### src/rtl/jk_stim_seq_pkg.sv
// Shared definitions for the JK stimulus sequencer: op codes, FSM states
// and the JK next-state rule used by the expected-Q model.
package jk_stim_seq_pkg;

    // Command op codes; bit 1 drives j, bit 0 drives k.
    typedef enum logic [1:0] {
        OP_HOLD   = 2'b00,
        OP_RESET  = 2'b01,
        OP_SET    = 2'b10,
        OP_TOGGLE = 2'b11
    } op_e;

    // Sequencer FSM states.
    typedef enum logic [1:0] {
        ST_IDLE  = 2'd0,
        ST_DRIVE = 2'd1,
        ST_DRAIN = 2'd2
    } state_e;

    // Next value of a JK flop given its current inputs and state.
    function automatic logic jk_next(input logic j, input logic k, input logic q);
        logic q_new;
        case ({j, k})
            2'b01:   q_new = 1'b0;
            2'b10:   q_new = 1'b1;
            2'b11:   q_new = ~q;
            default: q_new = q;
        endcase
        return q_new;
    endfunction

endpackage

### src/rtl/jk_ref_model.sv
// Expected-Q model of the downstream JK flop plus the mismatch checker:
// a sticky error flag and a saturating mismatch counter.
module jk_ref_model
    import jk_stim_seq_pkg::*;
#(
    parameter int ERR_W = 8
) (
    input  logic             clk,
    input  logic             rst,
    input  logic             j,
    input  logic             k,
    input  logic             q_in,
    output logic             exp_q,
    output logic             err,
    output logic [ERR_W-1:0] err_cnt
);

    logic             exp_q_reg;
    logic             chk_arm_reg;
    logic             err_reg;
    logic [ERR_W-1:0] err_cnt_reg;

    // Model update and registered compare; the compare is held off for the
    // first edge after reset so the flop and model have settled together.
    always_ff @(posedge clk) begin
        if (rst) begin
            exp_q_reg   <= 1'b0;
            chk_arm_reg <= 1'b0;
            err_reg     <= 1'b0;
            err_cnt_reg <= '0;
        end else begin
            exp_q_reg   <= jk_next(j, k, exp_q_reg);
            chk_arm_reg <= 1'b1;
            if (chk_arm_reg && (q_in != exp_q_reg)) begin
                err_reg <= 1'b1;
                if (err_cnt_reg != {ERR_W{1'b1}}) begin
                    err_cnt_reg <= err_cnt_reg + ERR_W'(1);
                end
            end
        end
    end

    assign exp_q   = exp_q_reg;
    assign err     = err_reg;
    assign err_cnt = err_cnt_reg;

endmodule

### src/rtl/jk_stim_seq.sv
// Command-driven stimulus sequencer for a JK flop: accepts {op, len}
// commands, drives j/k for len+1 cycles, then drains one cycle and pulses
// done. The expected-Q checker lives in jk_ref_model.
module jk_stim_seq
    import jk_stim_seq_pkg::*;
#(
    parameter int LEN_W = 4,
    parameter int ERR_W = 8
) (
    input  logic             clk,
    input  logic             rst,
    input  logic             cmd_valid,
    output logic             cmd_ready,
    input  logic [1:0]       cmd_op,
    input  logic [LEN_W-1:0] cmd_len,
    output logic             j,
    output logic             k,
    input  logic             q_in,
    output logic             exp_q,
    output logic             busy,
    output logic             done,
    output logic             err,
    output logic [ERR_W-1:0] err_cnt
);

    state_e           state_reg, state_next;
    op_e              op_reg, op_next;
    logic [LEN_W-1:0] cnt_reg, cnt_next;
    logic             j_reg, j_next;
    logic             k_reg, k_next;
    logic             done_reg, done_next;

    // State, counter and registered j/k/done outputs.
    always_ff @(posedge clk) begin
        if (rst) begin
            state_reg <= ST_IDLE;
            op_reg    <= OP_HOLD;
            cnt_reg   <= '0;
            j_reg     <= 1'b0;
            k_reg     <= 1'b0;
            done_reg  <= 1'b0;
        end else begin
            state_reg <= state_next;
            op_reg    <= op_next;
            cnt_reg   <= cnt_next;
            j_reg     <= j_next;
            k_reg     <= k_next;
            done_reg  <= done_next;
        end
    end

    // Next-state logic: accept in IDLE, count down in DRIVE, one DRAIN cycle.
    always_comb begin
        state_next = state_reg;
        op_next    = op_reg;
        cnt_next   = cnt_reg;
        j_next     = 1'b0;
        k_next     = 1'b0;
        done_next  = 1'b0;
        case (state_reg)
            ST_IDLE: begin
                if (cmd_valid) begin
                    op_next    = op_e'(cmd_op);
                    cnt_next   = cmd_len;
                    j_next     = cmd_op[1];
                    k_next     = cmd_op[0];
                    state_next = ST_DRIVE;
                end
            end
            ST_DRIVE: begin
                if (cnt_reg != '0) begin
                    cnt_next = cnt_reg - LEN_W'(1);
                    j_next   = op_reg[1];
                    k_next   = op_reg[0];
                end else begin
                    state_next = ST_DRAIN;
                end
            end
            ST_DRAIN: begin
                done_next  = 1'b1;
                state_next = ST_IDLE;
            end
            default: begin
                state_next = ST_IDLE;
            end
        endcase
    end

    // Ready depends on state only, so there is no path from cmd_valid.
    assign cmd_ready = (state_reg == ST_IDLE);
    assign busy      = (state_reg == ST_DRIVE) || (state_reg == ST_DRAIN);
    assign j         = j_reg;
    assign k         = k_reg;
    assign done      = done_reg;

    jk_ref_model #(
        .ERR_W (ERR_W)
    ) u_ref_model (
        .clk     (clk),
        .rst     (rst),
        .j       (j_reg),
        .k       (k_reg),
        .q_in    (q_in),
        .exp_q   (exp_q),
        .err     (err),
        .err_cnt (err_cnt)
    );

endmodule

### config.mk
export PLATFORM = sky130hd
export DESIGN_NAME = jk_stim_seq
export DESIGN_NICKNAME = d
export VERILOG_FILES = /design/src/rtl/jk_stim_seq_pkg.sv /design/src/rtl/jk_ref_model.sv /design/src/rtl/jk_stim_seq.sv
export SDC_FILE = /design/constraint.sdc
export NUM_CORES = 1
export LEC_CHECK = 0
export BUFFER_PORTS_ARGS = -buffer_cell sky130_fd_sc_hd__buf_4
export CORE_AREA = 2 2 45 67
export DETAILED_ROUTE_END_ITERATION = 8
export DIE_AREA = 0 0 47 69
export SLEW_MARGIN = 15
export SYNTH_ARGS = -nofsm -noshare
export SYNTH_HDL_FRONTEND = slang
export SYNTH_SLANG_ARGS = --single-unit
### constraint.sdc
create_clock -name clk -period 2.1 [get_ports clk]
set_clock_uncertainty 0.2 [all_clocks]
set_input_delay 0 -clock clk [delete_from_list [all_inputs] [get_ports clk]]
set_output_delay 0 -clock clk [all_outputs]
set_load 0.02 [all_outputs]
==> metrics.txt, run 1 <==
MaxCap Viol Count 0; Synth top area share a little over two fifths; Core ar. ~2600 um2; Clk pwr share between 20% and 30%; chip width 47 um; most common cell after layout, fill and taps aside buf_4; via count 935; Final WS setup 0.254 ns; most frequent cells in the layout buf_4, dfxtp_1, a21oi_1; largest cells by area after synthesis dfxtp_1, a21oi_1, ha_1, o21ai_0, nand3_1; largest family of logic cells by synthesized area compound AO/OA/AOI/OAI gates; Final Max Tran Viols 0; share of synthesized flip-flops with an asynchronous set or reset 0%; H-tree levels 1; worst slew pin tran 0.529 ns; P_sw 0.374 mW; Yosys cell types 29; drt drc 0; antenna fix cells 0; Routability Congestion 0.876; Fmax 542 MHz; iteration count of the initial detailed-routing pass 4; Cell Pwr Density 845 nW/um2; clock-pin slew on the worst setup and hold paths 0.08 ns; Synth Area in XOR/XNOR 2.59%; Setup crit start kind flip-flop; compound-gate portion of the synthesized area 23.1%; Slew headroom 64.6%; RSZ-0062 raised after global routing no; critical path's slowest cell or4_1; TritonCTS clock tree done; total negative slack 0 ns; Die Span Y 69 um; die area 3240 um2; Simple-Gate Fraction of Synth Area between 10% and 20%; latest clock arrival within the worst-skew pair around 0.26 ns; Clk Tree Root Cell clkbuf_8; ys flop type dfxtp_1; IO Count 25; post-place setup slack roughly 0.19 ns; global-route wire length before repair 3660 um; Comb pwr share 32.9%; Setup Viol. Count Final 0; port bufs 24; Core Rows 23; switching share of power 33.1%; vias in the first global route 876; Clock Tree Buf Depth 2; Post-DRT Antenna Nets 0; TritonCTS Buffers 3; post-synthesis sequential area ratio 43.4%; Routed WL roughly 2100 um; crit path DAT around 1.8 ns; Lkg Pwr roughly 0.53 nW; max FFs per register 8; Mapped Area 1010 um2; wire length per cell 11.6 um; internal power 0.758 mW; Post-DP HPWL between 1500 and 2000 um; Synth area leader dfxtp_1; Worst Setup End Kind flip-flop; Worst EP required 2.09 ns; vias per cell 5.05; maximum VDD drop 0.508 mV; fin nets between 150 and 200; 1st-iter DRT viols 31; grt ovf 0; Worst Setup Path Type flip-flop to flip-flop; Synthesis Warnings 0; fin util 50.6%; synthesis-to-finish area growth 32.1%; minimum clock period 1.85 ns; largest net degree at the start of global routing 21; Worst Hold Class input port to flip-flop; initial antenna violation count 0; Hold Vio Cnt, Final 0; Post-synth EDFFs 0; CP peak stage delay 0.47 ns; ratio of cells with drive above 1 in the final layout 20.9%; outcome finished, final reports clean; Total GRT Usage 14.8%; fin crit share 87.9%; cells along the critical path ha_1 -> nand3_1 -> o211ai_2 -> or4_1 -> a21oi_1; Flop pwr share 44.7%; critical path fanouts, max 14; Post-Syn Instances 118; Filler cells 269; syn avg cell area 8.60 um2; Adder-Cell Fraction of Synth Area approximately 6.2%; CTS Sinks 22; register bit count reported by yosys 22; syn_nets 133; Starting Density 38.3%; post-synthesis mux area share 0.986%
layer usage:
metal / share of wire, % / vias up / global-route usage [%] / wire (um)
li1: - / 479 / - / -
met3: 3.4 / 6 / 2.36 / 72
met5: 0 / - / 0 / 0
met2: 52 / 23 / 24.2 / 1120
met4: 2.2 / 0 / 7.41 / 48
met1: 42 / 427 / 17.8 / 909
cells by family (layout without fill, tap and decap cells):
group | count (synthesis) | count (layout)
flip-flops | 22 | 22
multiplexers | 1 | 1
adder cells (fa/ha/maj) | 5 | 5
buffers and inverters | 12 | 42
AND/OR/NAND/NOR | 37 | 37
AO/OA/AOI/OAI | 38 | 38
XOR/XNOR | 3 | 3
per-stage QoR:
stage / cell area [um2] / hold slack [ns] / power (mW) / std cells
6_report: 1340 / 0.0138 / 1.13 / 185
5_1_grt: 1340 / 0.0628 / 1.22 / 185
4_1_cts: 1330 / 0.0137 / 1.14 / 185
3_5_place_dp: 1220 / 0.0983 / 0.871 / 175
3_3_place_gp: 1220 / 0.0954 / 0.864 / 175
2_1_floorplan: 1010 / -0.0602 / 0.766 / 118
power by group through the flow:
stage	combinational [mW]	sequential, mW	clock (mW)
after floorplan	0.245	0.521	0
after global placement	0.352	0.512	0
after detailed placement	0.357	0.514	0
after CTS	0.368	0.504	0.266
after global routing	0.420	0.510	0.285
final	0.373	0.506	0.253
synthesized netlist by cell type (all sizes together), types with 3 or more instances:
cell     n
a211oi   4
a21oi   17
clkbuf   4
dfxtp   22
ha       5
inv      7
nand2    8
nand2b   3
nand3    7
nor2     7
o21ai    8
o31ai    3
or3      3
or4      3
path summary, 6_finish.rpt:
path	from	to	cells past startpoint	slack, ns
setup / recovery	u_ref_model.err_cnt[0]$_SDFFE_PP0P_	u_ref_model.err_cnt[5]$_SDFFE_PP0P_	5	0.25
hold / removal	cmd_len[0]	cnt_reg[0]$_SDFFE_PP0P_	4	0.01
setup reg to reg	u_ref_model.err_cnt[0]$_SDFFE_PP0P_	u_ref_model.err_cnt[5]$_SDFFE_PP0P_	5	0.25
hold reg to reg	k$_SDFF_PP0_	u_ref_model.exp_q$_SDFFE_PP0P_	1	0.25
worst max-delay path: cells and delay by family, from the launching register on:
kind            cells  cell delay, ns
simple gates        2            0.58
compound gates      2            0.38
fa+ha+maj           1            0.26
flops               1            0.35
final cells by class:
class                           count  area [um2]  area share [%]
Multi-Input combinational cell     84         528            39.4
Sequential cell                    22         440            32.9
Timing Repair Buffer               32         258            19.2
Tap cell                           37        46.3            3.45
Clock buffer                        3        41.3            3.08
Inverter                            7        26.3            1.96
what timing repair did:
item                                    in CTS  in global routing
hold buffers                                 7                  0
setup buffers                                0                  0
endpoints found under the setup margin       0                  2
hold endpoints to repair                    22                  0
gates resized for setup                      0                  1
Note: power is estimated with default switching activity, not from simulation.
==> run 2: changes to the inputs <==
Clock period 2.1 ns to 2.2 ns, I/O delays scaled along.
==> run 2 against run 1 <==
Effect of this change: routed wire length fell by 0.51%; die area did not move; fmax fell by 4.0%; critical endpoint is now cnt_reg[2]$_SDFFE_PP0P_; largest power group unchanged.
==> metrics.txt, run 2 (same netlist as run 1, synthesis figures left out) <==
outcome finished, final reports clean (unchanged); Starting Density 38.3% (unchanged); Lkg Pwr 0.528 nW (was 0.529 nW); vias in the first global route 876 (unchanged); fin nets 165 (unchanged); port bufs 24 (unchanged); Core ar. 2650 um2 (unchanged); initial antenna violation count 0 (unchanged); Die Span Y 69 um (unchanged); vias per cell 5.14 (was 5.05); wire length per cell 11.6 um (about the same); iteration count of the initial detailed-routing pass 4 (unchanged); Design Power 1.07 mW (was 1.13 mW); max FFs per register 8 (unchanged); latest clock arrival within the worst-skew pair 0.25 ns (was 0.26 ns); WHS 0.0178 ns (was 0.0138 ns); CTS Sinks 22 (unchanged); global-route wire length before repair 3660 um (unchanged); met1 Usage GRT 17.8% (unchanged); IO Count 25 (unchanged); Routability Congestion 0.876 (unchanged); met2 Use GR 24.2% (unchanged); crit path DAT 1.91 ns (was 1.84 ns); RSZ-0062 raised after global routing no (unchanged); Clock Tree Buf Depth 2 (unchanged); synthesis-to-finish area growth 31.4% (was 32.1%); Filler cells 270 (was 269); GR peak layer met2 (unchanged); Worst Setup End Kind flip-flop (unchanged); Worst Hold Class input port to flip-flop (unchanged); clock-pin slew on the worst setup and hold paths 0.07 ns (was 0.08 ns); TritonCTS clock tree done (unchanged); minimum clock period 1.92 ns (was 1.85 ns); drt drc 0 (unchanged); largest net degree at the start of global routing 21 (unchanged); grt ovf 0 (unchanged); Routed WL 2140 um (was 2150 um); Post-DRT Antenna Nets 0 (unchanged); fin util 50.4% (was 50.6%); most frequent cells in the layout buf_4, dfxtp_1, a21oi_1 (unchanged); TritonCTS Buffers 3 (unchanged); Post-DP HPWL 1610 um (unchanged); grt met3 use 2.36% (unchanged); critical path fanouts, max 11 (was 14); Fmax 520 MHz (was 542 MHz); Setup crit start kind flip-flop (unchanged); H-tree levels 1 (unchanged); Core Rows 23 (unchanged); Total GRT Usage 14.8% (unchanged); Final Max Tran Viols 0 (unchanged); 1st-iter DRT viols 27 (was 31); ratio of cells with drive above 1 in the final layout 20.3% (was 20.9%); most common cell after layout, fill and taps aside buf_4 (unchanged); worst slew pin tran 0.530 ns (was 0.529 ns); antenna fix cells 0 (unchanged); Hold Vio Cnt, Final 0 (unchanged); Cell Pwr Density 800 nW/um2 (was 845 nW/um2); Slew headroom 64.5% (was 64.6%); Worst Setup Path Type flip-flop to flip-flop (unchanged); post_cts resized 0 (unchanged); fin crit share 87.4% (was 87.9%); Clk Tree Root Cell clkbuf_8 (unchanged); chip width 47 um (unchanged); via count 951 (was 935); die area 3240 um2 (unchanged); Setup Viol. Count Final 0 (unchanged); total negative slack 0 ns (unchanged); maximum VDD drop 0.481 mV (was 0.508 mV); Worst EP required 2.19 ns (was 2.09 ns); MaxCap Viol Count 0 (unchanged)
-- run 2: cell counts in the layout (fill, tap and decap cells not counted) --
Identical to the previous run, type by type.
-- run 2: metrics by stage --
stage	setup slack (ns)	instances	area (um2)
floorplan	0.296	118	1010
global placement	0.344	175	1220
detailed placement	0.292	175	1220
CTS	0.267	185	1330
global route	0.0570	185	1330
finish	0.278	185	1330
-- run 2: layer usage --
layer  share of wire, %  routed length (um)  vias up
met5                  0                   0        -
met4                2.3                  49        0
met3                3.9                  83        6
met2                 53                1140       26
met1                 41                 866      441
li1                   -                   -      478
-- run 2: what timing repair did --
action | 4_1_cts | 5_1_grt
endpoints found under the hold margin | 22 | 0
hold buffers | 7 | 0
setup buffers | 0 | 0
-- run 2: power breakdown --
group          leakage [nW]  switching, mW  internal [mW]  total, mW
Clock                0.0216          0.115          0.122      0.237
Combinational         0.327          0.195          0.154      0.349
Sequential            0.180         0.0372          0.445      0.482
-- run 2: final cells by class --
type / instances / area [um2] / share of cell area [%]
flip-flops and latches: 22 / 440 / 33.0
well taps: 37 / 46.3 / 3.47
inverters: 7 / 26.3 / 1.97
clock buffers: 3 / 41.3 / 3.10
repair buffers: 32 / 258 / 19.3
multi-input cells: 84 / 522 / 39.1
-- run 2: critical path, cell delays in order, from the launching register on --
cell and delay (ns):
dfxtp_1 0.36, inv_1 0.07, ha_1 0.32, nand2b_1 0.18
o221ai_1 0.25, or2_2 0.35, a21oi_1 0.13
-- run 2: worst paths after layout --
path,start,to,slack [ns],cells after the start
max,state_reg[0]$_SDFFE_PP0P_,cnt_reg[2]$_SDFFE_PP0P_,0.28,6
min,cmd_len[0],cnt_reg[0]$_SDFFE_PP0P_,0.02,4
max reg2reg,state_reg[0]$_SDFFE_PP0P_,cnt_reg[2]$_SDFFE_PP0P_,0.28,6
min reg2reg,k$_SDFF_PP0_,u_ref_model.exp_q$_SDFFE_PP0P_,0.25,1
